$ cat src/rtl/screen_pkg.sv
// Shared definitions for the game-flow controller and the colour-select stage.
package screen_pkg;

  typedef enum logic [1:0] {
    SCR_START     = 2'b00,
    SCR_PLAY      = 2'b01,
    SCR_RED_WIN   = 2'b10,
    SCR_GREEN_WIN = 2'b11
  } screen_t;

  localparam logic [7:0] KEY_ENTER = 8'h28;

  typedef enum logic {
    EDGE_RISE = 1'b0,
    EDGE_FALL = 1'b1
  } edge_pol_t;

  // Counter width able to hold 0..max_val, never narrower than one bit.
  function automatic int hold_width(input int max_val);
    int w;
    w = $clog2(max_val + 1);
    return (w < 1) ? 1 : w;
  endfunction

endpackage

$ cat src/rtl/screen_fsm_edge_pulse.sv
// Single-cycle edge detector with a registered previous value and a
// configurable reset value for that register.
module edge_pulse
  import screen_pkg::*;
#(
  parameter edge_pol_t POLARITY  = EDGE_RISE,
  parameter logic      RESET_VAL = 1'b0
) (
  input  logic clk,
  input  logic reset,
  input  logic sig_i,
  output logic pulse_o
);

  logic prev_q;

  // Remember last cycle's level of the monitored signal.
  always_ff @(posedge clk) begin
    if (reset) prev_q <= RESET_VAL;
    else       prev_q <= sig_i;
  end

  // Pulse is combinational from the current level and the stored one.
  always_comb begin
    if (POLARITY == EDGE_RISE) pulse_o = sig_i & ~prev_q;
    else                       pulse_o = ~sig_i & prev_q;
  end

endmodule

$ cat src/rtl/screen_fsm.sv
// Game-flow controller: start screen -> play -> win screen -> start.
//
// state         | meaning
// --------------+----------------------------------------------------
// SCR_START     | title screen, waiting for a fresh START_KEY press
// SCR_PLAY      | round in progress, watching tank-hit events
// SCR_RED_WIN   | red won; hold for WIN_HOLD_FRAMES then accept key
// SCR_GREEN_WIN | green won; same hold behaviour as red
module screen_fsm
  import screen_pkg::*;
#(
  parameter logic [7:0] START_KEY       = KEY_ENTER,
  parameter int         WIN_HOLD_FRAMES = 120
) (
  input  logic       clk,
  input  logic       reset,
  input  logic       vs,
  input  logic [7:0] keycode,
  input  logic       red_hit,
  input  logic       green_hit,
  output logic [1:0] screen,
  output logic       game_reset,
  output logic       game_active
);

  localparam int HOLD_W = hold_width(WIN_HOLD_FRAMES);
  localparam logic [HOLD_W-1:0] HOLD_INIT = HOLD_W'(WIN_HOLD_FRAMES);

  screen_t           state_q, state_d;
  logic [HOLD_W-1:0] hold_cnt_q, hold_cnt_d;
  logic              game_reset_q, game_reset_d;
  logic              game_active_q, game_active_d;
  logic              key_now, key_edge, frame_tick;

  assign key_now = (keycode == START_KEY);

  edge_pulse #(.POLARITY(EDGE_RISE), .RESET_VAL(1'b0)) u_key_edge (
    .clk     (clk),
    .reset   (reset),
    .sig_i   (key_now),
    .pulse_o (key_edge)
  );

  // vs idles high, so the previous value resets to 1 to avoid a false tick.
  edge_pulse #(.POLARITY(EDGE_FALL), .RESET_VAL(1'b1)) u_frame_tick (
    .clk     (clk),
    .reset   (reset),
    .sig_i   (vs),
    .pulse_o (frame_tick)
  );

  // State, hold counter and registered outputs.
  always_ff @(posedge clk) begin
    if (reset) begin
      state_q       <= SCR_START;
      hold_cnt_q    <= '0;
      game_reset_q  <= 1'b0;
      game_active_q <= 1'b0;
    end else begin
      state_q       <= state_d;
      hold_cnt_q    <= hold_cnt_d;
      game_reset_q  <= game_reset_d;
      game_active_q <= game_active_d;
    end
  end

  // Next-state, hold countdown and next output values.
  always_comb begin
    state_d      = state_q;
    hold_cnt_d   = hold_cnt_q;
    game_reset_d = 1'b0;

    case (state_q)
      SCR_START: begin
        if (key_edge) begin
          state_d      = SCR_PLAY;
          game_reset_d = 1'b1;
        end
      end

      SCR_PLAY: begin
        if (red_hit && green_hit) begin
          // Draw: restart the round without leaving play.
          game_reset_d = 1'b1;
        end else if (green_hit) begin
          state_d    = SCR_RED_WIN;
          hold_cnt_d = HOLD_INIT;
        end else if (red_hit) begin
          state_d    = SCR_GREEN_WIN;
          hold_cnt_d = HOLD_INIT;
        end
      end

      SCR_RED_WIN, SCR_GREEN_WIN: begin
        // Presses during the hold are dropped, not remembered.
        if (key_edge && (hold_cnt_q == '0)) begin
          state_d = SCR_START;
        end else if (frame_tick && (hold_cnt_q != '0)) begin
          hold_cnt_d = hold_cnt_q - 1'b1;
        end
      end

      default: begin
        state_d = SCR_START;
      end
    endcase

    game_active_d = (state_d == SCR_PLAY);
  end

  assign screen      = state_q;
  assign game_reset  = game_reset_q;
  assign game_active = game_active_q;

endmodule

$ cat config.mk
export PLATFORM = sky130hd
export DESIGN_NAME = screen_fsm
export DESIGN_NICKNAME = d
export VERILOG_FILES = /design/src/rtl/screen_pkg.sv /design/src/rtl/screen_fsm_edge_pulse.sv /design/src/rtl/screen_fsm.sv
export SDC_FILE = /design/constraint.sdc
export NUM_CORES = 1
export LEC_CHECK = 0
export CAP_MARGIN = 5
export CORE_MARGIN = 10
export CORE_UTILIZATION = 50
export CTS_CLUSTER_SIZE = 8
export DETAILED_ROUTE_END_ITERATION = 12
export PLACE_DENSITY = 0.9
export REMOVE_ABC_BUFFERS = 1
export SLEW_MARGIN = 30
export SYNTH_ARGS = -nofsm -noshare
export SYNTH_HDL_FRONTEND = slang
export SYNTH_SLANG_ARGS = --single-unit
$ cat constraint.sdc
create_clock -name clk -period 2.3 [get_ports clk]
set_input_delay 0.575 -clock clk [delete_from_list [all_inputs] [get_ports clk]]
set_output_delay 0.575 -clock clk [all_outputs]
set_load 0.05 [all_outputs]
==> flow_summary.html, run 1 <==
<table>
<tr><th>Metric</th><th>Value</th></tr>
<tr><th colspan="2">Layout</th></tr>
<tr><td>Layout cells sized above 1</td><td>16.30%</td></tr>
<tr><td>Area overhead of the layout relative to synthesis</td><td>28.42%</td></tr>
<tr><td>Design area</td><td>893.4 um^2</td></tr>
<tr><td>Leading cell type in the layout, fill and taps excluded</td><td>sky130_fd_sc_hd__clkdlybuf4s50_1</td></tr>
<tr><td>Utilization after layout</td><td>68.65%</td></tr>
<tr><td>Number of diodes</td><td>0</td></tr>
<tr><td>Nets</td><td>108</td></tr>
<tr><td>Commonest cells after routing, fill and taps aside</td><td>sky130_fd_sc_hd__clkdlybuf4s50_1, sky130_fd_sc_hd__dfxtp_1, sky130_fd_sc_hd__nor3_1</td></tr>
<tr><th colspan="2">CTS</th></tr>
<tr><td>Number of sinks handled by clock tree synthesis</td><td>13</td></tr>
<tr><td>Buffer cell driving the clock tree root</td><td>sky130_fd_sc_hd__clkbuf_4</td></tr>
<tr><td>Hold-fix buffers, CTS</td><td>0</td></tr>
<tr><td>H-tree lvl count</td><td>1</td></tr>
<tr><td>Number of clock buffers inserted by TritonCTS</td><td>3</td></tr>
<tr><td>Cells resized by post-CTS repair</td><td>0</td></tr>
<tr><td>Clock tree from TritonCTS</td><td>done</td></tr>
<tr><td>Clock transition at path regs</td><td>0.09 ns</td></tr>
<tr><td>Clock tree buffer depth</td><td>2</td></tr>
<tr><td>Skew-Pair Late Insertion Delay</td><td>0.29 ns</td></tr>
<tr><td>Post-CTS Setup Repair Bufs</td><td>0</td></tr>
<tr><th colspan="2">Power and ir drop</th></tr>
<tr><td>Largest voltage drop on the vdd net</td><td>0.0003673 V</td></tr>
<tr><td>Power density cells</td><td>462.6 nW/um^2</td></tr>
<tr><td>Sw Ratio</td><td>23.08%</td></tr>
<tr><td>Power dissipated by switching net loads</td><td>0.09539 mW</td></tr>
<tr><td>Static leakage</td><td>0.2978 nW</td></tr>
<tr><td>Total power</td><td>0.4133 mW</td></tr>
<tr><td>Combinational power share</td><td>9.0%</td></tr>
<tr><td>Portion of total power attributed to sequential cells</td><td>54.9%</td></tr>
<tr><td>Cell-internal power</td><td>0.3179 mW</td></tr>
<tr><td>Portion of total power attributed to the clock network</td><td>36.1%</td></tr>
<tr><th colspan="2">Worst setup path</th></tr>
<tr><td>WP data arrival</td><td>1.64 ns</td></tr>
<tr><td>Slowest Stage Delay on Critical Path</td><td>0.87 ns</td></tr>
<tr><td>Slowest library cell on the worst path</td><td>sky130_fd_sc_hd__clkdlybuf4s50_1</td></tr>
<tr><td>Critical Path Start Type</td><td>flip-flop</td></tr>
<tr><td>Number of buffers and inverters on the critical path</td><td>1</td></tr>
<tr><td>FF-to-FF setup slack</td><td>0.44 ns</td></tr>
<tr><td>Critical Path Sink Type</td><td>output port</td></tr>
<tr><td>R2r startpoint</td><td>hold_cnt_q[0]$_SDFFE_PP0P_</td></tr>
<tr><td>CP Class</td><td>flip-flop to output port</td></tr>
<tr><td>Critical-path maximum fanout</td><td>9</td></tr>
<tr><td>CP Data Required Time</td><td>1.73 ns</td></tr>
<tr><td>Reg-to-reg endpoint</td><td>hold_cnt_q[4]$_SDFFE_PP0P_</td></tr>
<tr><td>Critical-path cell list</td><td>clkdlybuf4s50_1</td></tr>
<tr><td>Kind of cell adding the most delay to the critical path</td><td>buffers and inverters</td></tr>
<tr><td>Path depth of the worst reg2reg path</td><td>6</td></tr>
<tr><th colspan="2">Timing</th></tr>
<tr><td>Final period utilization</td><td>96.18%</td></tr>
<tr><td>Final count of hold timing violations</td><td>0</td></tr>
<tr><td>Max-slew violation total from the final report</td><td>0</td></tr>
<tr><td>Crit path time final</td><td>2.212 ns</td></tr>
<tr><td>Slew headroom</td><td>60.84%</td></tr>
<tr><td>Clock skew after layout</td><td>0.01081 ns</td></tr>
<tr><td>Setup TNS after final layout</td><td>0 ns</td></tr>
<tr><td>Worst Tran Pin Value</td><td>0.5840 ns</td></tr>
<tr><td>Unrepaired setup endpoints after global routing</td><td>false</td></tr>
<tr><td>Max Clk Rate</td><td>452.1 MHz</td></tr>
<tr><td>Finish-stage setup viols</td><td>0</td></tr>
<tr><td>Hold_ws</td><td>0.5096 ns</td></tr>
<tr><th colspan="2">Route</th></tr>
<tr><td>Total vias in the final route</td><td>622</td></tr>
<tr><td>Via count normalized by instance count</td><td>5.813</td></tr>
<tr><td>Number of nets with antenna violations after detailed routing</td><td>0</td></tr>
<tr><td>Initial DRC count</td><td>16</td></tr>
<tr><td>1st-pass router iterations</td><td>4</td></tr>
<tr><td>DRC Markers</td><td>0</td></tr>
<tr><td>Routed wire length</td><td>1.632 mm</td></tr>
<tr><td>Routed wirelength normalized by instance count</td><td>15.25 um</td></tr>
<tr><th colspan="2">Die</th></tr>
<tr><td># IOs</td><td>17</td></tr>
<tr><td>X dimension of the die</td><td>57.30 um</td></tr>
<tr><td>Effective utilization at floorplan</td><td>53.46%</td></tr>
<tr><td>Site Rows</td><td>13</td></tr>
<tr><td>Total Die Area</td><td>3283 um^2</td></tr>
<tr><td>Die span in y</td><td>57.30 um</td></tr>
<tr><td>Core Area</td><td>1301 um^2</td></tr>
<tr><th colspan="2">Outcome</th></tr>
<tr><td>Result of the run</td><td>finished, final reports clean</td></tr>
<tr><th colspan="2">Placed design</th></tr>
<tr><td>Placer Congestion</td><td>0.8179</td></tr>
<tr><td>Detailed-placement wirelength estimate</td><td>1.222 mm</td></tr>
<tr><td>Number of buffer cells added on primary ports</td><td>16</td></tr>
<tr><td>Post-detailed-placement cell area</td><td>867.1 um^2</td></tr>
<tr><th colspan="2">Global route</th></tr>
<tr><td>Wire length of the first global-routing pass</td><td>2.787 mm</td></tr>
<tr><td>Pin count of the biggest net entering global routing</td><td>15</td></tr>
<tr><td>Overall overflow remaining after global route</td><td>0</td></tr>
<tr><td>Antenna violations before repair</td><td>0</td></tr>
<tr><td>Via count of the first global-routing pass</td><td>610</td></tr>
<tr><td>Global-route usage over all layers</td><td>10.34%</td></tr>
<tr><th colspan="2">Synth</th></tr>
<tr><td>Dominant combinational cell family by area after synthesis</td><td>simple AND/OR/NAND/NOR gates</td></tr>
<tr><td>Post-synthesis compound-gate area fraction</td><td>23.02%</td></tr>
<tr><td>Share of synthesized cell area in and, or, nand and nor gates</td><td>29.50%</td></tr>
<tr><td>Synthesized-area fraction occupied by adder cells</td><td>3.597%</td></tr>
<tr><td>Multiplexer share of the synthesized area</td><td>1.439%</td></tr>
<tr><td>XOR/XNOR share of the synthesized area</td><td>1.259%</td></tr>
<tr><td>Synth Register Bits</td><td>13</td></tr>
<tr><td>Yosys warning total</td><td>0</td></tr>
<tr><td>Average size of a mapped cell</td><td>9.530 um^2</td></tr>
<tr><td>Sequential area share after synthesis</td><td>37.41%</td></tr>
<tr><td>Area of the mapped netlist</td><td>695.7 um^2</td></tr>
<tr><td>Count of distinct cell types in the synthesized netlist</td><td>37</td></tr>
<tr><td>Gate Count Post-Synth</td><td>73</td></tr>
<tr><th colspan="2">Min path</th></tr>
<tr><td>Kind of path behind the tightest hold check</td><td>flip-flop to flip-flop</td></tr>
<tr><td>Origin of the worst min-delay path</td><td>hold_cnt_q[0]$_SDFFE_PP0P_</td></tr>
<tr><td>Min-Delay Path Depth</td><td>1</td></tr>
<tr><td>Sink of the worst hold path</td><td>hold_cnt_q[0]$_SDFFE_PP0P_</td></tr>
<tr><th colspan="2">Job</th></tr>
<tr><td>Number of maximum-capacitance constraint violations</td><td>0</td></tr>
</table>
[worst max-delay path by stage]
| stage | start | end | slack (ns) | depth (start not counted) |
|---|---|---|---|---|
| floorplan | screen[1]$_SDFF_PP0_ | hold_cnt_q[4]$_SDFFE_PP0P_ | 0.51 | 4 |
| global placement | keycode[3] | game_reset$_SDFF_PP0_ | 0.18 | 5 |
| detailed placement | vs | hold_cnt_q[4]$_SDFFE_PP0P_ | 0.07 | 5 |
| CTS | screen[1]$_SDFF_PP0_ | screen[1] | 0.09 | 1 |
| global route | screen[1]$_SDFF_PP0_ | screen[1] | 0.03 | 1 |
| finish | screen[1]$_SDFF_PP0_ | screen[1] | 0.09 | 1 |
[sequential cells by signal, summed over array words and instances, names as in the netlist]
register,flops
u_key_edge.prev_q,1
screen,2
hold_cnt_q,7
game_active,1
u_frame_tick.prev_q,1
game_reset,1
[metal layers]
layer | global-route usage (%) | vias to the layer above | part of all wire, %
met3 | 2.434 | 5 | 3.2
met2 | 17.36 | 8 | 53
met1 | 11.54 | 291 | 41
met5 | 0 | - | 0
met4 | 6.040 | 0 | 2.1
li1 | - | 318 | -
[cells in the mapped netlist]
cell type | n | area, um^2
sky130_fd_sc_hd__dfxtp_1 | 13 | 260.3
sky130_fd_sc_hd__nor3_1 | 8 | 40.04
sky130_fd_sc_hd__a211oi_1 | 4 | 30.03
sky130_fd_sc_hd__nand2_1 | 4 | 15.01
sky130_fd_sc_hd__a21oi_1 | 3 | 15.01
sky130_fd_sc_hd__inv_1 | 3 | 11.26
sky130_fd_sc_hd__nand3_1 | 3 | 15.01
sky130_fd_sc_hd__or2_2 | 3 | 18.77
sky130_fd_sc_hd__ha_1 | 2 | 25.02
sky130_fd_sc_hd__nor2_1 | 2 | 7.510
sky130_fd_sc_hd__o21ai_0 | 2 | 10.01
sky130_fd_sc_hd__a2111oi_4 | 1 | 27.53
sky130_fd_sc_hd__a21bo_2 | 1 | 10.01
sky130_fd_sc_hd__a21boi_2 | 1 | 11.26
sky130_fd_sc_hd__a21o_2 | 1 | 8.760
sky130_fd_sc_hd__a311oi_1 | 1 | 8.760
sky130_fd_sc_hd__a31o_1 | 1 | 8.760
sky130_fd_sc_hd__a31o_2 | 1 | 8.760
sky130_fd_sc_hd__a31oi_1 | 1 | 6.260
sky130_fd_sc_hd__and3b_1 | 1 | 8.760
sky130_fd_sc_hd__buf_6 | 1 | 11.26
sky130_fd_sc_hd__clkbuf_1 | 1 | 3.750
sky130_fd_sc_hd__mux2i_1 | 1 | 10.01
sky130_fd_sc_hd__nand2b_1 | 1 | 6.260
sky130_fd_sc_hd__nand3b_1 | 1 | 7.510
sky130_fd_sc_hd__nor2b_1 | 1 | 6.260
sky130_fd_sc_hd__nor3b_1 | 1 | 7.510
sky130_fd_sc_hd__nor3b_2 | 1 | 12.51
sky130_fd_sc_hd__nor4_1 | 1 | 6.260
sky130_fd_sc_hd__nor4_4 | 1 | 21.27
sky130_fd_sc_hd__nor4bb_1 | 1 | 10.01
sky130_fd_sc_hd__o21a_1 | 1 | 7.510
sky130_fd_sc_hd__o31ai_1 | 1 | 7.510
sky130_fd_sc_hd__or3_1 | 1 | 6.260
sky130_fd_sc_hd__or3b_2 | 1 | 8.760
sky130_fd_sc_hd__or4_1 | 1 | 7.510
sky130_fd_sc_hd__xnor2_1 | 1 | 8.760
[kinds of logic after synthesis]
family | count (synthesis)
buffers and inverters | 5
AOI/OAI and AO/OA | 19
adders and majority gates | 2
and+or+nand+nor | 32
DFF | 13
xor gates and xnor gates | 1
muxes | 1
[power by group through the flow]
stage	clock network (mW)	logic, mW	registers, mW
floorplan	0	0.00829	0.233
global placement	0	0.0361	0.232
detailed placement	0	0.0371	0.232
CTS	0.150	0.0373	0.227
global route	0.159	0.0398	0.227
finish	0.149	0.0372	0.227
[metrics by stage]
step	std cells	setup WS (ns)
after global routing	107	0.03297
after global placement	103	0.1789
after floorplan	71	0.5092
final	107	0.08792
after detailed placement	103	0.06797
after CTS	107	0.08656
[cell type report]
type | count | area, um^2
sequential | 13 | 260.3
fill | 112 | 407.9
inverter | 3 | 11.26
timing repair buffer | 17 | 167.7
tap | 15 | 18.77
multi-input combinational | 55 | 409.1
clock buffer | 4 | 26.28
Power figures use the tool's default switching activity.
==> inputs of run 2 (changes only) <==
--- a/config.mk
+++ b/config.mk
@@ -12,6 +12,7 @@
 export DETAILED_ROUTE_END_ITERATION = 12
 export PLACE_DENSITY = 0.9
 export REMOVE_ABC_BUFFERS = 1
+export SKIP_CTS_REPAIR_TIMING = 1
 export SLEW_MARGIN = 30
 export SYNTH_ARGS = -nofsm -noshare
 export SYNTH_HDL_FRONTEND = slang
==> results of run 2 <==
Same layout as run 1: the final DEF is identical, and so are final timing and power.
